==> src/rtl/regfile_pkg.sv <==
// Shared types and constants for the register-file writeback path.
package regfile_pkg;
  localparam int NREGS  = 4;
  localparam int DW     = 8;
  localparam int QDEPTH = 2;

  typedef logic [1:0]    reg_idx_t;
  typedef logic [DW-1:0] data_t;

  typedef struct packed {
    reg_idx_t rd;
    data_t    val;
  } wb_entry_t;

  function automatic logic [NREGS-1:0] reg_mask(input reg_idx_t r);
    reg_mask    = '0;
    reg_mask[r] = 1'b1;
  endfunction
endpackage

==> src/rtl/regfile_wb_arbiter_wb_queue.sv <==
// Two-entry in-order holding queue for ALU results that lost the write port.
module wb_queue
  import regfile_pkg::*;
(
  input  logic                     clk,
  input  logic                     reset,
  input  logic                     push,
  input  logic                     pop,
  input  wb_entry_t                din,
  output wb_entry_t                head,
  output logic                     full,
  output logic                     empty,
  output logic [QDEPTH-1:0]        ent_vld,
  output reg_idx_t [QDEPTH-1:0]    ent_rd
);

  wb_entry_t [QDEPTH-1:0] ent_q, ent_d;
  logic [QDEPTH-1:0]      vld_q, vld_d;

  // Entries stay packed toward slot 0, so slot 0 is always the head.
  always_comb begin
    ent_d = ent_q;
    vld_d = vld_q;
    if (pop) begin
      ent_d[0] = ent_q[1];
      vld_d[0] = vld_q[1];
      vld_d[1] = 1'b0;
    end
    if (push) begin
      if (!vld_d[0]) begin
        ent_d[0] = din;
        vld_d[0] = 1'b1;
      end else begin
        ent_d[1] = din;
        vld_d[1] = 1'b1;
      end
    end
  end

  always_ff @(posedge clk or posedge reset) begin
    if (reset) begin
      ent_q <= '0;
      vld_q <= '0;
    end else begin
      ent_q <= ent_d;
      vld_q <= vld_d;
    end
  end

  always_comb begin
    for (int i = 0; i < QDEPTH; i++) ent_rd[i] = ent_q[i].rd;
  end

  assign head    = ent_q[0];
  assign full    = vld_q[1];
  assign empty   = !vld_q[0];
  assign ent_vld = vld_q;
endmodule

==> src/rtl/regfile_wb_arbiter.sv <==
// Arbitrates the single register-file write port between load returns and ALU
// results, and publishes a per-register busy scoreboard for hazard stalls.
module regfile_wb_arbiter
  import regfile_pkg::*;
(
  input  logic             clk,
  input  logic             reset,
  input  logic             alu_valid,
  input  reg_idx_t         alu_reg,
  input  data_t            alu_data,
  output logic             alu_ready,
  input  logic             ld_issue,
  input  reg_idx_t         ld_issue_reg,
  output logic             ld_issue_ready,
  input  logic             ld_valid,
  input  data_t            ld_data,
  output logic             rf_write_en,
  output reg_idx_t         rf_write_reg,
  output data_t            rf_write_value,
  output logic [NREGS-1:0] busy
);

  logic     ld_pend_q, ld_pend_d;
  reg_idx_t ld_reg_q, ld_reg_d;
  logic     out_en_q, out_en_d;
  reg_idx_t out_reg_q, out_reg_d;
  data_t    out_val_q, out_val_d;

  logic                  q_push, q_pop, q_full, q_empty;
  wb_entry_t             q_head;
  logic [QDEPTH-1:0]     q_vld;
  reg_idx_t [QDEPTH-1:0] q_rd;

  logic ld_ret, alu_acc;

  wb_queue u_queue (
    .clk     (clk),
    .reset   (reset),
    .push    (q_push),
    .pop     (q_pop),
    .din     ('{rd: alu_reg, val: alu_data}),
    .head    (q_head),
    .full    (q_full),
    .empty   (q_empty),
    .ent_vld (q_vld),
    .ent_rd  (q_rd)
  );

  // A WAW onto the outstanding load must wait, or the late load would clobber it.
  assign alu_ready      = !q_full && !(ld_pend_q && (alu_reg == ld_reg_q));
  assign alu_acc        = alu_valid && alu_ready;
  assign ld_ret         = ld_valid && ld_pend_q;
  assign ld_issue_ready = !ld_pend_q || ld_ret;

  always_comb begin
    out_en_d  = 1'b0;
    out_reg_d = out_reg_q;
    out_val_d = out_val_q;
    q_pop     = 1'b0;
    q_push    = 1'b0;
    if (ld_ret) begin
      out_en_d  = 1'b1;
      out_reg_d = ld_reg_q;
      out_val_d = ld_data;
      q_push    = alu_acc;
    end else if (!q_empty) begin
      out_en_d  = 1'b1;
      out_reg_d = q_head.rd;
      out_val_d = q_head.val;
      q_pop     = 1'b1;
      q_push    = alu_acc;
    end else if (alu_acc) begin
      out_en_d  = 1'b1;
      out_reg_d = alu_reg;
      out_val_d = alu_data;
    end
  end

  always_comb begin
    ld_pend_d = ld_pend_q && !ld_ret;
    ld_reg_d  = ld_reg_q;
    if (ld_issue && ld_issue_ready) begin
      ld_pend_d = 1'b1;
      ld_reg_d  = ld_issue_reg;
    end
  end

  always_ff @(posedge clk or posedge reset) begin
    if (reset) begin
      ld_pend_q <= 1'b0;
      ld_reg_q  <= '0;
      out_en_q  <= 1'b0;
      out_reg_q <= '0;
      out_val_q <= '0;
    end else begin
      ld_pend_q <= ld_pend_d;
      ld_reg_q  <= ld_reg_d;
      out_en_q  <= out_en_d;
      out_reg_q <= out_reg_d;
      out_val_q <= out_val_d;
    end
  end

  always_comb begin
    busy = '0;
    if (ld_pend_q) busy = busy | reg_mask(ld_reg_q);
    for (int i = 0; i < QDEPTH; i++) begin
      if (q_vld[i]) busy = busy | reg_mask(q_rd[i]);
    end
    if (out_en_q) busy = busy | reg_mask(out_reg_q);
  end

  assign rf_write_en    = out_en_q;
  assign rf_write_reg   = out_reg_q;
  assign rf_write_value = out_val_q;
endmodule

==> config.mk <==
export PLATFORM = sky130hd
export DESIGN_NAME = regfile_wb_arbiter
export DESIGN_NICKNAME = d
export VERILOG_FILES = /design/src/rtl/regfile_pkg.sv /design/src/rtl/regfile_wb_arbiter_wb_queue.sv /design/src/rtl/regfile_wb_arbiter.sv
export SDC_FILE = /design/constraint.sdc
export NUM_CORES = 1
export LEC_CHECK = 0
export CORE_UTILIZATION = 30
export DETAILED_ROUTE_END_ITERATION = 10
export PLACE_DENSITY = 0.48
export SLEW_MARGIN = 30
export SYNTH_ARGS = -nofsm -noshare
export SYNTH_HDL_FRONTEND = slang
export SYNTH_SLANG_ARGS = --single-unit
==> constraint.sdc <==
create_clock -name clk -period 3.31 [get_ports clk]
set_input_delay 0.662 -clock clk [delete_from_list [all_inputs] [get_ports clk]]
set_output_delay 0.662 -clock clk [all_outputs]
set_load 0.03 [all_outputs]
* Word-level counts from Yosys, hierarchy flattened *
Index checks and enable logic that the tools add are counted.

storage, ports and cells
  logic and storage cells = 71
  RAM bits = 0
  input port bits = 25
  memories = 0
  latch bits = 0
  output and inout port bits = 17
  register bits = 36
  memory bits (read-only) = 0

cells by class
  bitwise operators = 3
  $mul = 0
  muxes and demuxes = 32
  add/subtract/negate cells = 0
  equality and inequality tests = 1
  magnitude comparators = 8
  shift operators = 0
  reductions and logical operators = 17
  divide/modulo/power cells = 0

operators by type and width
  operator              number
  $mux W10              3
  $mux W8               3
  $mux W4               4
  $mux W1               13
  $lt A2 B3 Y1 const B  4
  $or A4 B4 Y4          3
  $logic_and A1 B1 Y1   10
  $mux W2               5
  $demux W1 S2          4
  $ge A2 B1 Y1 const B  4
  $logic_not A1 Y1      4
  $reduce_bool A3 Y1    1
  $eq A2 B2 Y1          1
  $reduce_and A2 Y1     1
  $logic_or A1 B1 Y1    1

* Logic depth before layout (Yosys ltp) *
  word-level depth = 11
  gate-level depth with buffers = 7

* Modules after synthesis *
A second synthesis with hierarchy kept.

second synthesis, totals
  cell total of the unflattened synthesis = 174
  area total of the unflattened synthesis = 2064.5 um^2

by module, submodules not included
  module              cells an instance  sequential area each (um^2)  instances  area an instance (um^2)
  wb_queue            77                 550.5                        1          1104.8
  regfile_wb_arbiter  97                 350.3                        1          959.7

* Worst setup path after synthesis *
No wires, ideal clock.

  kind = register to output
  from = reg ld_pend_q
  to = out busy[0]
  buffers on the path = 1
  path slack = 0.999 ns
  cell stages (with the launch flop) = 4
  arrival time = 1.649 ns
  cells stage by stage = dfrtp_1 > clkbuf_8 > inv_1 > o311ai_0

on the way
  cells in the longest elaborated chain, start to end = 7

RTL lines
  what                    line                       text
  from (decl)             regfile_wb_arbiter.sv:23   logic ld_pend_q, ld_pend_d;
  from (signal assigned)  regfile_wb_arbiter.sv:96   ld_pend_q <= ld_pend_d;
  $mux W4 (*)             regfile_wb_arbiter.sv:106  if (ld_pend_q) busy = busy | reg_mask(ld_reg_q);
  $or A4 B4 Y4            regfile_wb_arbiter.sv:108  if (q_vld[i]) busy = busy | reg_mask(q_rd[i]);
  $mux W4 (*)             regfile_wb_arbiter.sv:108
  $or A4 B4 Y4            regfile_wb_arbiter.sv:108
  $mux W4 (*)             regfile_wb_arbiter.sv:108
  $or A4 B4 Y4            regfile_wb_arbiter.sv:110  if (out_en_q) busy = busy | reg_mask(out_reg_q);
  $mux W4 (*)             regfile_wb_arbiter.sv:110
  to (decl)               regfile_wb_arbiter.sv:20   output logic [NREGS-1:0] busy

Mark *: on every way between the ends. The rest lies on a longest branch, timed or not.

* Worst setup path in the final report *
  from = in alu_reg[0]
  to = out alu_ready

on the way
  cells in the longest elaborated chain, start to end = 4

RTL lines
  what                 line                      text
  from (decl)          regfile_wb_arbiter.sv:9   input reg_idx_t alu_reg,
  $eq A2 B2 Y1         regfile_wb_arbiter.sv:50  assign alu_ready = !q_full && !(ld_pend_q && (alu_reg == ld_reg_q));
  $logic_and A1 B1 Y1  regfile_wb_arbiter.sv:50
  $logic_not A1 Y1     regfile_wb_arbiter.sv:50
  $logic_and A1 B1 Y1  regfile_wb_arbiter.sv:50
  to (decl)            regfile_wb_arbiter.sv:11  output logic alu_ready,

No other way between the ends.

==> run summary <==
Post-CTS Hold Buffers - 0
Syn Area/Cell - 11.73 µm²
Final hold viol count - 0
Max IR drop VDD - 562.5 µV
Post-CTS setup buffer count - 0
Netlist Area Pre-Place - 1936 µm²
WHS Endpoint - u_queue.ent_q[14]
R2R cell count - 4
Initial Util - 0.3194
Yosys top cell by area - dfrtp_1
I/O pins - 42
Die area - 6777 µm²
Clock tree buffer depth - 2
DP Wirelength - 3.026 mm
CTS tree - yes
Sequential-to-total area share from yosys stat - 0.4654
Slew Limit Fails - 0
Net count after synthesis - 190
Die width - 82.33 µm
Worst slew pin tran - 0.5531 ns
Share of Yosys cell area claimed by the top area cell type - 0.4654
Detailed Route Iter0 Violations - 64
Dominant cells by area after synthesis - dfrtp_1 (47%), mux2_2 (19%), mux2i_1 (5.7%)
Clock slew at reported path FFs - 0.07 ns
Tot GR Track Use - 0.1397
Distinct cells, synth - 30
DR WL/cell - 14.99 µm
Clk_lat worst skew - 0.29 ns
Worst r2r dst - u_queue.head[5]
Antenna Nets Post-Route - 0
Largest net degree at the start of global routing - 24
Max cap viols - 0
# resized after CTS - 0
RSZ-0062 raised after global routing - no
Vias - 1380
Skew final - 0.004946 ns
Run status - finished clean
Layout cells sized above 1 - 0.2740
Number of global-route vias before repair - 1389
Fmax achieved - 341.6 MHz
Placed insts - 275
Critical path capture point type - output pin
Sink Count - 36
Gpl congestion - 0.7693
Synth Instances - 165
WHS Path Cells - 1
Filler cells - 593
Setup CP Type - in -> out
First-pass GRT wire length - 6.775 mm
Crit Reg-Reg Startpoint - ld_reg_q[0]
Via density - 4.876
Synth Warn # - 0
Detailed-route wire length - 4.242 mm
Clock root buffer - clkbuf_8
Drt first pass iters - 4
Diodes inserted - 0
Setup TNS - 0 ns
CORE AREA - 6061 µm²
Final setup fails - 0
Pwr per Cell Area - 920.9 nW/µm²
Post-synth EDFFs - 0
Register Area - 900.9 µm²
Hold path startpoint - u_queue.ent_q[14]
# rows - 28
Area growth syn-to-layout - 29.61%
Max-slew headroom - 0.6313
Die height - 82.33 µm
Period utilisation layout - 0.8845
Worst EP required - 2.65 ns
# DRC - 0
FF-to-FF setup slack - 1.20 ns
Leakage power - 0.001073 µW
Count leader, synth - dfrtp_1
Final Critical Period - 2.928 ns
Initial antenna violation count - 0
Commonest cells in the netlist - dfrtp_1 (36), mux2_2 (33), nand2_1 (15)
Hold Crit Class - reg -> reg
Post-synthesis register bit count - 36
CTS HTree Levels - 2
Crit path DAT - 2.27 ns
CTS Buf Count - 5
I/O Buffers - 41
NumNets Final - 232
Multi-input gate area - 947.2 µm²
Startpoint types - input pin
Async S/R FF share, synth - 1.000
Fin cells - 283
Grt ovf - 0
Max FO, Critical Path - 4
Top FF cell, synth - dfrtp_1
==> cell families (layout without fill, tap and decap cells) <==
logic type	Yosys count	in the layout	share of synthesized area
mux	51	51	0.3032
flops	36	36	0.4654
compound gates	24	24	0.07821
simple gates	37	37	0.09890
buf+inv	15	58	0.04525
xor+xnor	2	2	0.009051
==> routing by layer <==
metal / global-route usage / wire length (µm) / share of wire / vias up
li1: - / - / - / 666
met1: 0.1696 / 1869 / 0.44 / 675
met2: 0.2314 / 2112 / 0.50 / 35
met3: 0.04505 / 216 / 0.051 / 4
met4: 0.04912 / 43 / 0.010 / 0
met5: 0 / 0 / 0 / -
==> worst max-delay path by stage <==
stage                           from         to  slack, ns  cells past startpoint
final                     alu_reg[0]  alu_ready       0.38                      4
after global routing      alu_reg[0]  alu_ready       0.30                      4
after CTS                 alu_reg[0]  alu_ready       0.39                      4
after detailed placement  alu_reg[0]  alu_ready       0.40                      4
after global placement    alu_reg[0]  alu_ready       0.39                      4
after floorplan            ld_pend_q    busy[0]        1.0                      3
==> critical path, cell delays in order <==
cell and delay, ns:
clkdlybuf4s50_1 0.56, xnor2_1 0.15, a31oi_1 0.20, clkdlybuf4s50_1 0.70
==> power breakdown <==
part / internal (µW) / leakage (µW) / switching (µW) / total [µW]
Sequential: 642 / 0.000436 / 150 / 793
Combinational: 598 / 0.000582 / 542 / 1140
Clock: 223 / 0.0000552 / 154 / 377
Total: 1460 / 0.00107 / 846 / 2310
==> layout by cell type, fill, tap and decap left out, drive strengths merged <==
cell type / n
nor2: 6
o21a: 1
nor3b: 1
or3b: 1
nand3: 5
xnor2: 2
inv: 5
clkdlybuf4s50: 41
nand3b: 2
clkinv: 1
o211ai: 3
a31oi: 6
a311oi: 1
or3: 1
bufinv: 1
o21ai: 9
and2: 2
clkbuf: 6
nand2b: 3
and3: 1
buf: 4
mux2: 40
o311ai: 1
dfrtp: 36
a21oi: 3
mux2i: 11
nand2: 15
==> through the flow <==
stage	area, µm²	utilization	hold slack (ns)	worst slack, ns	power (µW)
2_1_floorplan	1936	-	0.4737	0.9987	1587
3_3_place_gp	2401	0.3962	0.4809	0.3851	1927
3_5_place_dp	2401	0.3962	0.4914	0.3956	1952
4_1_cts	2509	0.4139	0.5080	0.3883	2341
5_1_grt	2509	0.4139	0.5272	0.3029	2464
6_report	2509	0.4139	0.5108	0.3822	2310
==> area by class of cell <==
type	count	share of cell area
timing repair buffer	45	0.1756
tap	75	0.03741
multi-input combinational	114	0.3776
clock buffer	6	0.02893
sequential	36	0.3591
inverter	5	0.007481
clock inverter	2	0.01397
Power figures use the tool's default switching activity.
